## src/rtl/data_mem_arbiter.sv

```systemverilog
// Round-robin arbiter sharing one single-port synchronous data memory between
// the CPU load/store port (0) and the loader/debug DMA port (1).

module data_mem_arbiter_port #(
   parameter int DATA_W = 32
) (
   input  logic              resp_valid,
   input  logic              resp_sel,
   input  logic              resp_read,
   input  logic              resp_err,
   input  logic [DATA_W-1:0] mem_data_out,
   output logic              rvalid,
   output logic [DATA_W-1:0] rdata,
   output logic              err
);
   assign rvalid = resp_valid && resp_sel && resp_read && !resp_err;
   assign rdata  = rvalid ? mem_data_out : '0;
   assign err    = resp_valid && resp_sel && resp_err;
endmodule

module data_mem_arbiter #(
   parameter int ADDR_W = 32,
   parameter int DATA_W = 32,
   parameter int DEPTH  = 1024
) (
   input  logic              clk,
   input  logic              rst_n,
   input  logic              p0_req,
   input  logic              p0_we,
   input  logic [ADDR_W-1:0] p0_addr,
   input  logic [DATA_W-1:0] p0_wdata,
   output logic              p0_gnt,
   output logic              p0_rvalid,
   output logic [DATA_W-1:0] p0_rdata,
   output logic              p0_err,
   input  logic              p1_req,
   input  logic              p1_we,
   input  logic [ADDR_W-1:0] p1_addr,
   input  logic [DATA_W-1:0] p1_wdata,
   output logic              p1_gnt,
   output logic              p1_rvalid,
   output logic [DATA_W-1:0] p1_rdata,
   output logic              p1_err,
   output logic [ADDR_W-1:0] mem_addr,
   output logic [DATA_W-1:0] mem_data_in,
   output logic              mem_we,
   input  logic [DATA_W-1:0] mem_data_out
);
   localparam int NP = 2;

   logic [NP-1:0]             req, we, gnt, rvalid, err, resp_sel;
   logic [NP-1:0][ADDR_W-1:0] addr;
   logic [NP-1:0][DATA_W-1:0] wdata, rdata;

   logic              rr_last, resp_valid_q, resp_port_q, resp_read_q, resp_err_q;
   logic              any_gnt, win, sel_we, in_range;
   logic [ADDR_W-1:0] sel_addr;
   logic [DATA_W-1:0] sel_wdata;

   assign req   = {p1_req, p0_req};
   assign we    = {p1_we, p0_we};
   assign addr  = {p1_addr, p0_addr};
   assign wdata = {p1_wdata, p0_wdata};

   // On contention the port that did not win last time goes first.
   always_comb begin
      gnt = '0;
      if (rst_n) begin
         if (req[0] && (!req[1] || rr_last)) gnt[0] = 1'b1;
         else if (req[1])                    gnt[1] = 1'b1;
      end
   end

   assign any_gnt   = |gnt;
   assign win       = gnt[1];
   assign sel_we    = we[win];
   assign sel_addr  = addr[win];
   assign sel_wdata = wdata[win];
   assign in_range  = sel_addr < ADDR_W'(DEPTH);

   // Out-of-range accesses park the memory on address 0 with writes blocked.
   assign mem_addr    = (any_gnt && in_range) ? sel_addr : '0;
   assign mem_data_in = any_gnt ? sel_wdata : '0;
   assign mem_we      = any_gnt && sel_we && in_range;

   always_ff @(posedge clk or negedge rst_n) begin
      if (!rst_n) begin
         rr_last      <= 1'b1;
         resp_valid_q <= 1'b0;
         resp_port_q  <= 1'b0;
         resp_read_q  <= 1'b0;
         resp_err_q   <= 1'b0;
      end else begin
         resp_valid_q <= any_gnt;
         if (any_gnt) begin
            rr_last     <= win;
            resp_port_q <= win;
            resp_read_q <= !sel_we;
            resp_err_q  <= !in_range;
         end
      end
   end

   assign resp_sel = {resp_port_q, !resp_port_q};

   for (genvar i = 0; i < NP; i++) begin : g_port
      data_mem_arbiter_port #(.DATA_W(DATA_W)) u_port (
         .resp_valid   (resp_valid_q),
         .resp_sel     (resp_sel[i]),
         .resp_read    (resp_read_q),
         .resp_err     (resp_err_q),
         .mem_data_out (mem_data_out),
         .rvalid       (rvalid[i]),
         .rdata        (rdata[i]),
         .err          (err[i])
      );
   end

   assign p0_gnt    = gnt[0];
   assign p1_gnt    = gnt[1];
   assign p0_rvalid = rvalid[0];
   assign p1_rvalid = rvalid[1];
   assign p0_rdata  = rdata[0];
   assign p1_rdata  = rdata[1];
   assign p0_err    = err[0];
   assign p1_err    = err[1];
endmodule

```

## config.mk

```make
export PLATFORM = sky130hd
export DESIGN_NAME = data_mem_arbiter
export DESIGN_NICKNAME = d
export VERILOG_FILES = /design/src/rtl/data_mem_arbiter.sv
export SDC_FILE = /design/constraint.sdc
export NUM_CORES = 1
export LEC_CHECK = 0
export CORE_AREA = 5 5 112 114
export CTS_CLUSTER_SIZE = 30
export DETAILED_ROUTE_END_ITERATION = 10
export DIE_AREA = 0 0 117 119
export GPL_TIMING_DRIVEN = 0
export PLACE_DENSITY_LB_ADDON = 0.15
export SYNTH_ARGS = -nofsm -noshare
export SYNTH_HDL_FRONTEND = slang
export SYNTH_HIERARCHICAL = 1
export SYNTH_SLANG_ARGS = --single-unit
export TNS_END_PERCENT = 20
```

## constraint.sdc

```tcl
create_clock -name clk -period 2.7 [get_ports clk]
set_input_delay 0.54 -clock clk [delete_from_list [all_inputs] [get_ports clk]]
set_output_delay 0.54 -clock clk [all_outputs]
set_load 0.02 [all_outputs]
```

==> out/summary.txt <==
f_max = 353 MHz
layout cells sized above 1 = 0.222
Mapped Avg Cell Area = 6.14 sq um
fin area = 4970 sq um
core footprint = 11,300 sq um
Core Rows = 39
leakage power = 2.02 nW
FF+latch count, synth = 5
RSZ-0062 raised after global routing = true
Setup WS post-layout = -137 ps
Crit path largest cell delay = 520 ps
IO Port Bufs = 278
Clock Skews = 1.93 ps
Critical Path, Cell by Cell = buf_6 -> or4_4 -> a211o_1 -> a221o_1 -> buf_6 -> a21oi_4 -> buf_6
Routed Antenna Nets = 0
CP top delay family = compound AO/OA/AOI/OAI gates
clock slew at reported path FFs = 30 ps
Initial Util = 0.152
Placed Area = 4770 sq um
cts hold-fix bufs = 0
CP endpoint kind = output pin
routed wire length = 11,100 microns
status = finished, violations left
H-tree depth = 1
wl on met1 = 3500 microns
Post CTS Setup Buffer Count = 0
final hold vios = 0
setup violators final = 11
Critical Path Start Type = input pin
Ports = 301
synthesized cell area = 1730 sq um
max cap viols = 0
total negative setup slack = -1260 ps
Hold Crit Class = input pin to asynchronous set/reset pin
Final Critical Period = 2840 ps
failing checks = setup timing
Final Max Tran Viols = 0
crit path max fanout = 5
Crit Path Class = input pin to output pin
Syn Inst Count = 281
top sig layer = met4
NumNets Final = 752
highest-delay cell along the critical path = or4_4
WP data required = 2160 ps
drt pass-1 iters = 4
DR vias/cell = 4.14
mean routed wirelength per cell = 15.3 microns
ant diodes = 0
CTS Buffer Depth = 2
routed wl met3 = 1630 microns
total clock sinks = 5
area growth from synthesis to layout = 188%
crit-path most repeated cell = buf_6
largest net degree at the start of global routing = 12
sequential area share after synthesis = 0.0732
first-pass GRT wire length = 16,000 microns
area occupied by registers = 126 sq um
global route total overflow = 0
CTS buffer count = 3
Synth Warn # = 6
Die Area = 13,900 sq um
worst-case vdd ir drop = 0.000153 V
initial antenna violation count = 0
CTS tree = built
clk_lat worst skew = 230 ps
pwr/cell area = 171 nW/um^2
DR WL met2 = 5850 microns
Routability Congestion = 0.788
Residual DRC = 0
Worst Path Buf+Inv = 3
overall die height = 119 microns
Die W = 117 microns
CP arrival = 2300 ps
Yosys cell types = 34
DRT iter0 DRCs = 109
fillers = 1,213
clock tree root driver cell = clkbuf_16
area of the multi-input gates = 1450 sq um
crit share post-route = 1.05
GRT Total Usage = 0.143
post-DP HPWL = 9780 microns
DR vias = 3,013
vias in the first global route = 3,147
Util after Layout = 0.439
## cells by family after synthesis
logic type | after synthesis | share of synthesized area
multiplexers | 2 | 0.0123
AND/OR/NAND/NOR | 177 | 0.555
buffers and inverters | 46 | 0.178
other | 1 | 0.00217
flip-flops | 5 | 0.0732
AO/OA/AOI/OAI | 50 | 0.178
## stage by stage
stage	cells	hold WS (ps)	total power (W)	worst slack [ps]
floorplan	302	244	0.000272	114
global placement	723	464	0.000612	-1190
detailed placement	723	474	0.000617	-1180
CTS	728	378	0.000861	-116
global route	728	367	0.000907	-160
finish	728	342	0.000851	-137
## synthesized netlist by cell type, drive strengths merged
master | n | share of area
nor3 | 2 | 0.0058
dfrtp | 4 | 0.058
and4b | 2 | 0.016
nand3b | 1 | 0.0044
nand3 | 22 | 0.064
a21boi | 1 | 0.0065
clkbuf | 11 | 0.024
buf | 31 | 0.15
mux2 | 1 | 0.0065
and3 | 3 | 0.012
dfstp | 1 | 0.015
or4 | 2 | 0.0087
o21ai | 3 | 0.0087
o22a | 1 | 0.0058
inv | 4 | 0.0087
and4 | 2 | 0.010
nor4 | 6 | 0.022
a211o | 1 | 0.0051
a221o | 1 | 0.0058
nand4 | 1 | 0.0036
and2 | 64 | 0.25
nand2b | 2 | 0.0073
mux2i | 1 | 0.0058
nor2 | 2 | 0.0044
nand2 | 68 | 0.15
conb | 1 | 0.0022
a21oi | 43 | 0.15
## metal layers
metal,vias up,GRT usage
met3,8,0.0654
met1,1320,0.128
met2,186,0.286
li1,1499,-
met5,-,0
met4,0,0.0294
## timing repair
item / in CTS / in global routing
gates cloned: 1 / 0
resized for setup: 196 / 16
endpoints found under the setup margin: 44 / 43
pin swaps: 6 / 2
## power breakdown
part	internal [W]	switching, W	total, W
combinational	0.000309	0.000208	0.000517
sequential	0.0000839	0.00000649	0.0000904
clock	0.000196	0.0000479	0.000243
total	0.000588	0.000263	0.000851
## flip-flops by register name, summed over array words and instances (netlist names)
signal,flops
resp_err_q,1
resp_port_q,1
resp_read_q,1
resp_valid_q,1
rr_last,1
## layout make-up
type                            instances  share of cell area
Inverter                                4             0.00403
Clock buffer                            4              0.0159
Timing Repair Buffer                  279               0.562
Tap cell                              143              0.0360
Sequential cell                         5              0.0254
Buffer                                 42              0.0649
Multi-Input combinational cell        251               0.292
## layout by cell type, fill, tap and decap left out, types with 4 or more instances in the layout
| master | count |
|---|---|
| clkdlybuf4s50_1 | 222 |
| nand2_1 | 67 |
| and2_1 | 40 |
| a21oi_1 | 33 |
| buf_4 | 26 |
| and2_2 | 24 |
| nand3_1 | 22 |
| conb_1 | 22 |
| clkdlybuf4s15_2 | 20 |
| buf_6 | 19 |
| dlygate4sd2_1 | 10 |
| clkdlybuf4s15_1 | 9 |
| clkbuf_2 | 6 |
| a21oi_4 | 6 |
| clkbuf_4 | 4 |
| nor4_1 | 4 |
| a21oi_2 | 4 |
| buf_2 | 4 |
| dfrtp_1 | 4 |
## worst paths after layout
kind	startpoint	cells after the start	end	slack (ps)
worst min-delay path	rst_n	1	resp_err_q	340
worst min register to register	rr_last	2	rr_last	480
worst max-delay path	p0_addr[31]	7	mem_addr[0]	-140
worst max register to register	rr_last	4	resp_err_q	1010
max in group asynchronous	rst_n	1	rr_last	2010
min in group clk	rr_last	2	rr_last	480
(Power assumes the default switching activity.)
